==> config.mk <==
export PLATFORM = sky130hd
export DESIGN_NAME = baud_div_gen
export DESIGN_NICKNAME = d
export VERILOG_FILES = /design/src/rtl/baud_pkg.sv /design/src/rtl/baud_tick_counter.sv /design/src/rtl/baud_div_gen.sv
export SDC_FILE = /design/constraint.sdc
export NUM_CORES = 1
export LEC_CHECK = 0
export ABC_CLOCK_PERIOD_IN_PS = 3200
export CORE_ASPECT_RATIO = 0.5
export CORE_MARGIN = 5
export CORE_UTILIZATION = 30
export CTS_BUF_LIST = sky130_fd_sc_hd__clkbuf_4
export CTS_CLUSTER_DIAMETER = 50
export DETAILED_ROUTE_END_ITERATION = 7
export PLACE_DENSITY_LB_ADDON = 0.3
export SLEW_MARGIN = 20
export SYNTH_ARGS = -nofsm -noshare
export SYNTH_HDL_FRONTEND = slang
export SYNTH_HIERARCHICAL = 1
export SYNTH_SLANG_ARGS = --single-unit
==> constraint.sdc <==
create_clock -name clk -period 3.2 [get_ports clk]
set_input_delay 0.64 -clock clk [delete_from_list [all_inputs] [get_ports clk]]
set_output_delay 0.64 -clock clk [all_outputs]
set_load 0.02 [all_outputs]
==> src/rtl/baud_pkg.sv <==
// Shared register addresses, default geometry and helpers for the baud divisor generator.
package baud_pkg;

  localparam logic [1:0] ADDR_DIV_LO = 2'b10;
  localparam logic [1:0] ADDR_DIV_HI = 2'b11;

  localparam int unsigned DEF_DIV_W       = 16;
  localparam int unsigned DEF_OVERSAMPLE  = 16;
  localparam int unsigned DEF_DEFAULT_DIV = 326;

  function automatic int unsigned nbytes(input int unsigned div_w);
    return div_w / 8;
  endfunction

endpackage

==> src/rtl/baud_tick_counter.sv <==
// Oversample tick down-counter and bit-tick divider; load restarts the phase from div.
module baud_tick_counter
  import baud_pkg::*;
#(
  parameter int unsigned DIV_W       = DEF_DIV_W,
  parameter int unsigned OVERSAMPLE  = DEF_OVERSAMPLE,
  parameter int unsigned DEFAULT_DIV = DEF_DEFAULT_DIV
) (
  input  logic             clk,
  input  logic             rst,
  input  logic [DIV_W-1:0] div,
  input  logic             load,
  input  logic             en,
  output logic             tick,
  output logic             bit_tick
);

  localparam int unsigned OS_W = (OVERSAMPLE > 1) ? $clog2(OVERSAMPLE) : 1;

  logic [DIV_W-1:0] cnt;
  logic [OS_W-1:0]  os_cnt;
  logic             expire_c;
  logic             wrap_c;

  assign expire_c = en && (cnt == '0);
  assign wrap_c   = (os_cnt == OS_W'(OVERSAMPLE - 1));

  // The expiring period's tick is still issued when a load lands on cnt==0.
  always_ff @(posedge clk) begin
    if (rst) begin
      cnt      <= DIV_W'(DEFAULT_DIV - 1);
      os_cnt   <= '0;
      tick     <= 1'b0;
      bit_tick <= 1'b0;
    end else begin
      tick     <= expire_c;
      bit_tick <= expire_c && wrap_c;
      if (load) begin
        cnt    <= (div == '0) ? '0 : div - DIV_W'(1);
        os_cnt <= '0;
      end else if (!en) begin
        cnt <= '0;
      end else if (expire_c) begin
        cnt    <= div - DIV_W'(1);
        os_cnt <= wrap_c ? '0 : os_cnt + OS_W'(1);
      end else begin
        cnt <= cnt - DIV_W'(1);
      end
    end
  end

endmodule

==> src/rtl/baud_div_gen.sv <==
// Byte-wise baud divisor assembly with atomic commit, driving the tick generator.
// Optional BAUD_PENDING_FLAG_EN adds pending and sticky seq_err status outputs.
module baud_div_gen
  import baud_pkg::*;
#(
  parameter int unsigned DIV_W       = DEF_DIV_W,
  parameter int unsigned DEFAULT_DIV = DEF_DEFAULT_DIV,
  parameter int unsigned OVERSAMPLE  = DEF_OVERSAMPLE
) (
  input  logic             clk,
  input  logic             rst,
  input  logic [1:0]       io_addr,
  input  logic             baud_write,
  input  logic [7:0]       data_in,
  output logic [DIV_W-1:0] div_active,
  output logic             div_rdy,
  output logic             tick,
  output logic             bit_tick
`ifdef BAUD_PENDING_FLAG_EN
  ,
  output logic             pending,
  output logic             seq_err
`endif
);

  localparam int unsigned NBYTES = nbytes(DIV_W);
  localparam int unsigned PTR_W  = $clog2(NBYTES + 1);

  logic [DIV_W-1:0] shadow;
  logic [DIV_W-1:0] asm_c;
  logic [DIV_W-1:0] div_sel_c;
  logic [PTR_W-1:0] ptr;
  logic             lo_wr_c;
  logic             hi_wr_c;
  logic             hi_ok_c;
  logic             commit_c;

  assign lo_wr_c  = baud_write && (io_addr == ADDR_DIV_LO);
  assign hi_wr_c  = baud_write && (io_addr == ADDR_DIV_HI);
  assign hi_ok_c  = hi_wr_c && (ptr < PTR_W'(NBYTES));
  assign commit_c = (hi_ok_c && (ptr == PTR_W'(NBYTES - 1))) || (lo_wr_c && (NBYTES == 1));

  // Shadow with the byte being written merged in; this is what a commit loads.
  always_comb begin
    asm_c = shadow;
    if (lo_wr_c) begin
      asm_c[7:0] = data_in;
    end else if (hi_ok_c) begin
      for (int unsigned b = 1; b < NBYTES; b++) begin
        if (ptr == PTR_W'(b)) asm_c[b*8 +: 8] = data_in;
      end
    end
  end

  assign div_sel_c = commit_c ? asm_c : div_active;

  always_ff @(posedge clk) begin
    if (rst) begin
      shadow     <= '0;
      div_active <= DIV_W'(DEFAULT_DIV);
      ptr        <= PTR_W'(1);
      div_rdy    <= 1'b0;
    end else begin
      div_rdy <= commit_c;
      if (lo_wr_c || hi_ok_c) shadow <= asm_c;
      if (commit_c) begin
        div_active <= asm_c;
        ptr        <= PTR_W'(1);
      end else if (lo_wr_c) begin
        ptr <= PTR_W'(1);
      end else if (hi_ok_c) begin
        ptr <= ptr + PTR_W'(1);
      end
    end
  end

`ifdef BAUD_PENDING_FLAG_EN
  logic lo_seen;

  // lo_seen tracks a low-byte write since the last commit, for sequence checking.
  always_ff @(posedge clk) begin
    if (rst) begin
      pending <= 1'b0;
      seq_err <= 1'b0;
      lo_seen <= 1'b0;
    end else begin
      if (commit_c) begin
        pending <= 1'b0;
        lo_seen <= 1'b0;
      end else begin
        if (lo_wr_c || hi_ok_c) pending <= 1'b1;
        if (lo_wr_c) lo_seen <= 1'b1;
      end
      if (hi_wr_c && (ptr == PTR_W'(1)) && !lo_seen) seq_err <= 1'b1;
    end
  end
`endif

  baud_tick_counter #(
    .DIV_W      (DIV_W),
    .OVERSAMPLE (OVERSAMPLE),
    .DEFAULT_DIV(DEFAULT_DIV)
  ) u_tick_counter (
    .clk     (clk),
    .rst     (rst),
    .div     (div_sel_c),
    .load    (commit_c),
    .en      (div_active != '0),
    .tick    (tick),
    .bit_tick(bit_tick)
  );

endmodule

# ---- Word level (Yosys, flattened, before mapping)
# Index checks and enable logic that the tools add are counted.
dict set report word_totals {
  wordCells 40
  output_inout_bits 19
  ff_bits 57
}
dict set report op_classes {
  n_mux 10
  add_sub_neg 4
  n_lt_le_gt_ge 1
  n_eq_ne 4
  n_reduce_logical 13
}
# operator count
set op_table {}
lappend op_table {{$mux 16} 5}
lappend op_table {{$logic_not 16->1} 2}
lappend op_table {{$mux 8} 4}
lappend op_table {{$sub 16x1->16 const B} 2}
lappend op_table {{$reduce_bool 16->1} 1}
lappend op_table {{$logic_and 1x1->1} 6}
lappend op_table {{$add 4x1->4 const B} 1}
lappend op_table {{$eq 2x2->1 const B} 2}
lappend op_table {{$eq 4x4->1 const B} 1}
lappend op_table {{$mux 4} 1}
lappend op_table {{$reduce_or 3->1} 1}
lappend op_table {{$add 2x1->2 const B} 1}
lappend op_table {{$eq 2x1->1 const B} 1}
lappend op_table {{$lt 2x2->1 const B} 1}
lappend op_table {{$reduce_and 2->1} 1}
lappend op_table {{$reduce_or 2->1} 1}
lappend op_table {{$logic_or 1x1->1} 1}

# ---- Logic depth before layout (Yosys ltp)
dict set report logic_depth {
  depth_word 10
  ltp_mapped 14
  mapped_depth_nobuf 12
}

# ---- Cells and area by module
# Netlist, hierarchy kept.
# module cells_per_inst n_inst seq_area_each_um2 area_per_inst_um2
set modules_own_cells {}
lappend modules_own_cells {baud_div_gen 170 1 680.7 1542.7}
lappend modules_own_cells {baud_tick_counter 188 1 440.4 1526.5}

# ---- Worst setup path before layout
# Ideal clock, no wire load.
dict set report synth_path {
  kind {input-to-reg}
  start {input io_addr[0]}
  end {register u_tick_counter.cnt[15]}
  n_path_buf 2
  path_stages 10
  slack_ns 0.287
  setup_time_ns 0.132
  arrival_time_ns 2.780
  cell_sequence {nand3b_1 -> buf_4 -> mux2i_1 -> o21ai_0 -> nor4_2 -> nand2_1 -> o41a_1 -> buf_2 -> o22ai_1 -> a21oi_1}
}
# item line_no
set synth_rtl {}
lappend synth_rtl {{start, declared} baud_div_gen.sv:12} ;# input logic [1:0] io_addr,
lappend synth_rtl {{$eq 2x2->1} baud_div_gen.sv:39} ;# assign hi_wr_c = baud_write && (io_addr == ADDR_DIV_HI);
lappend synth_rtl {{$logic_and 1x1->1} baud_div_gen.sv:39}
lappend synth_rtl {{$logic_and 1x1->1} baud_div_gen.sv:40} ;# assign hi_ok_c = hi_wr_c && (ptr < PTR_W'(NBYTES));
lappend synth_rtl {{$logic_and 1x1->1} baud_div_gen.sv:41} ;# assign commit_c = (hi_ok_c && (ptr == PTR_W'(NBYTES - 1))) || (lo_wr_c && (NBYTES == 1));
lappend synth_rtl {{$mux 16 (*)} n/a}
lappend synth_rtl {{net div_sel_c[6]} baud_div_gen.sv:31} ;# logic [DIV_W-1:0] div_sel_c;
lappend synth_rtl {{$sub 16x1->16} {baud_tick_counter.sv:39, baud_tick_counter.sv:44}}
lappend synth_rtl {{$mux 16} baud_tick_counter.sv:43} ;# end else if (expire_c) begin
lappend synth_rtl {{$mux 16} baud_tick_counter.sv:41} ;# end else if (!en) begin
lappend synth_rtl {{$mux 16 (*)} baud_tick_counter.sv:38} ;# if (load) begin
lappend synth_rtl {{end signal, assigned} baud_tick_counter.sv:39} ;# cnt <= (div == '0) ? '0 : div - DIV_W'(1);
lappend synth_rtl {{end signal, assigned} baud_tick_counter.sv:44} ;# cnt <= div - DIV_W'(1);
lappend synth_rtl {{end signal, assigned} baud_tick_counter.sv:47} ;# cnt <= cnt - DIV_W'(1);
lappend synth_rtl {{end, declared} baud_tick_counter.sv:20} ;# logic [DIV_W-1:0] cnt;
# Mark *: on every way through the listed nets, which the timed path passes. The rest lies on a longest branch.
# A chain may end at the register's enable or synchronous reset.

# ---- Worst setup path in the final report
dict set report layout_path {
  start {input io_addr[0]}
  end {register u_tick_counter.cnt[5]}
}
dict set report layout_via {
  elab_chain_cells 9
}
# item line_no
set layout_rtl {}
lappend layout_rtl {{$eq 2x2->1} baud_div_gen.sv:39}
lappend layout_rtl {{$logic_and 1x1->1} baud_div_gen.sv:39}
lappend layout_rtl {{$logic_and 1x1->1} baud_div_gen.sv:40}
lappend layout_rtl {{$mux 8} baud_div_gen.sv:48} ;# end else if (hi_ok_c) begin
lappend layout_rtl {{$mux 8} baud_div_gen.sv:46} ;# if (lo_wr_c) begin
lappend layout_rtl {{$mux 16 (*)} n/a}
lappend layout_rtl {{net div_sel_c[10]} baud_div_gen.sv:31}
lappend layout_rtl {{$logic_not 16->1 (*)} baud_tick_counter.sv:39}
lappend layout_rtl {{$mux 16 (*)} baud_tick_counter.sv:39}
lappend layout_rtl {{$mux 16 (*)} baud_tick_counter.sv:38}
# Marked as above.

==> flow_metrics.py <==
metrics = {
    "run_status": {
        "outcome": "complete, no violations",
    },
    "pwr": {
        "p_int_mw": 1.025,
        "p_sw_mw": 0.4552,
        "ir_drop_uv": 203.8,
        "power_frac_seq_pct": 51.4,
        "power.density_nw_per_um2": 356.1,
        "p_leak_nw": 1.627,
        "clock_power_share_pct": 22.1,
        "power_frac_comb_pct": 26.4,
        "p_sw_share_pct": 30.75,
    },
    "critical_path": {
        "critPathKind": "in -> reg",
        "cp-start-kind": "input pin",
        "crit_buf_inv": 3,
        "required_ps": 3480,
        "path_delay_family": "compound AO/OA/AOI/OAI gates",
        "worstSetupEndpointType": "flip-flop",
        "slowest_stage": "clkdlybuf4s50_1",
        "max_stage_delay_ps": 490,
        "path_max_fanout": 13,
        "cpMostUsedCell": "buf_4",
        "arrival_ps": 3340,
        "path_cells": "clkdlybuf4s50_1, nand4b_1, buf_4, a2111oi_2, buf_4, nor2_1, nor4_1, nand2_1, o41a_4, o21ai_0, a21oi_1",
    },
    "drt": {
        "post_drt_wl_per_cell_microns": 14.55,
        "vias": 2962,
        "dr.pass1.iters": 4,
        "viasPerCell": 4.920,
        "drc": 0,
        "drtIter0Drc": 206,
        "postRouteAntennaNets": 0,
        "wirelength_mm": 8.761,
    },
    "clock_network": {
        "cts.path.max_buffers": 2,
        "cts_resized": 0,
        "clock_latency_ps": 400,
        "hold_buffers": 0,
        "cts_sinks": 56,
        "cts.clk_slew.worst_paths_ps": 150,
        "h-tree-depth": 2,
        "cts_made_buffers": 5,
        "cts_tree": "done",
        "postCtsSetupBuffers": 0,
        "root_buffer": "clkbuf_4",
    },
    "timing": {
        "worst_pin_slew_ps": 554.7,
        "fmax_mhz": 326.3,
        "relSlewSlack_pct": 62.74,
        "setup_violations": 0,
        "fin_crit_sh_pct": 95.77,
        "slew_violations": 0,
        "min_period_ps": 3065,
        "finClkSkew_ps": 10.35,
        "final-hold-violation-count": 0,
        "holdWs_ps": 484.2,
    },
    "place": {
        "io_buffers": 31,
        "place_congestion": 0.8101,
        "post-dp-hpwl_mm": 6.800,
    },
    "global_routing": {
        "antenna_found_initial": 0,
        "first_global_vias": 2949,
        "grt_remaining_overflow": 0,
        "grt_max_degree": 27,
        "grt_pass1_wl_mm": 14.90,
        "track_usage_pct": 14.66,
    },
    "floorplanning": {
        "core-area_sq_um": 10080,
        "ios": 32,
        "start_util_pct": 30.43,
        "dieArea_sq_um": 12480,
        "die_y_microns": 81.52,
        "num_rows": 26,
        "die_w_microns": 153.0,
    },
    "layout": {
        "fillers": 1034,
        "drive_above_1_share_pct": 23.81,
        "diodes": 0,
        "final_util_pct": 41.22,
        "nets": 479,
        "multi_input_area_sq_um": 1831,
        "area_growth_pct": 35.43,
        "area.sequential_sq_um": 1121,
        "mostFrequentLayoutCell": "buf_4",
        "final_cell_mix": "buf_4, dfxtp_1, a21oi_1",
    },
    "synth": {
        "synth_area_sq_um": 3069,
        "async_flop_share_pct": 0,
        "synth_edf_count": 0,
        "ys_seq_area_share_pct": 36.53,
        "yosysWarnings": 6,
        "syn-num-nets": 376,
        "synth_ff_type": "dfxtp_1",
        "avgSynthCellArea_sq_um": 8.573,
        "syn_inst": 358,
        "synthDistinctLibCells": 56,
        "ys_ff_latch": 56,
    },
    "hold_path": {
        "hold_class": "reg -> reg",
    },
    "job": {
        "maxCapViolations": 0,
    },
}
## layer usage
| metal | global-route usage (%) | up-vias | part of all wire [%] |
|---|---|---|---|
| met1 | 19.55 | 1388 | 50 |
| met5 | 0 | - | 0 |
| met2 | 25.18 | 47 | 45 |
| met3 | 2.526 | 7 | 3.1 |
| li1 | - | 1520 | - |
| met4 | 3.378 | 0 | 1.0 |
## Yosys cell counts (6+ instances only)
cell / instances / share of area (%)
mux2i_1: 12 / 3.9
clkbuf_1: 8 / 0.98
xnor2_1: 15 / 4.3
o211ai_1: 6 / 1.5
a211oi_1: 6 / 1.5
nand2_1: 18 / 2.2
o21ai_0: 26 / 4.2
dfxtp_1: 56 / 37
xor2_1: 8 / 2.3
nor4_1: 13 / 2.6
a21oi_1: 39 / 6.4
inv_1: 9 / 1.1
nor3_1: 15 / 2.4
nor2b_1: 6 / 1.2
nor2_1: 29 / 3.5
nand3_1: 13 / 2.1
## tightest hold or removal path, cell delays in order, from the launching register on
cell and delay (ps):
dfxtp_1 340, o21ai_0 60, a21oi_1 60
## power groups by stage
stage	clock network (mW)	logic, mW	registers (mW)
floorplan	0	0.197	0.781
global placement	0	0.387	0.776
detailed placement	0	0.387	0.776
CTS	0.339	0.389	0.761
global route	0.369	0.434	0.766
finish	0.328	0.391	0.761
## cell type report
type / count / area share (%)
multi-input cells: 273 / 44.04
repair buffers: 115 / 22.52
clock inverters: 1 / 0.09031
well taps: 140 / 4.214
clock buffers: 7 / 1.264
inverters: 10 / 0.9031
flip-flops and latches: 56 / 26.97
## cell families after synthesis
logic type / synth area share, %
xor gates and xnor gates: 7.094
adders and majority gates: 2.038
and+or+nand+nor: 23.24
DFF: 36.53
muxes: 3.914
buffers and inverters: 4.525
AOI/OAI and AO/OA: 22.67
## flip-flops by register name (all words and copies together), names as in the netlist
register	flops
u_tick_counter/bit_tick	1
u_tick_counter/cnt	16
ptr	2
u_tick_counter/os_cnt	4
div_active	16
div_rdy	1
u_tick_counter/tick	1
shadow	15
## worst paths after layout
path / start / end / slack, ps / cells after the start
worst max-delay path: io_addr[0] / u_tick_counter/cnt[5] / 140 / 11
worst min-delay path: shadow[9] / shadow[9] / 480 / 2
worst max register to register: ptr[1] / u_tick_counter/cnt[5] / 280 / 11
worst min register to register: shadow[9] / shadow[9] / 480 / 2
## per-stage QoR
step	std cells	area [sq um]	power [mW]	setup TNS (ps)	worst slack [ps]
2_1_floorplan	358	3069	0.9787	0	287.5
3_3_place_gp	594	4079	1.163	-4220	-324.6
3_5_place_dp	594	4079	1.164	-4606	-348.0
4_1_cts	602	4135	1.490	0	62.82
5_1_grt	602	4156	1.569	-9.428	-7.021
6_report	602	4156	1.480	0	135.3
No activity file was read; power rests on OpenSTA's default activity.
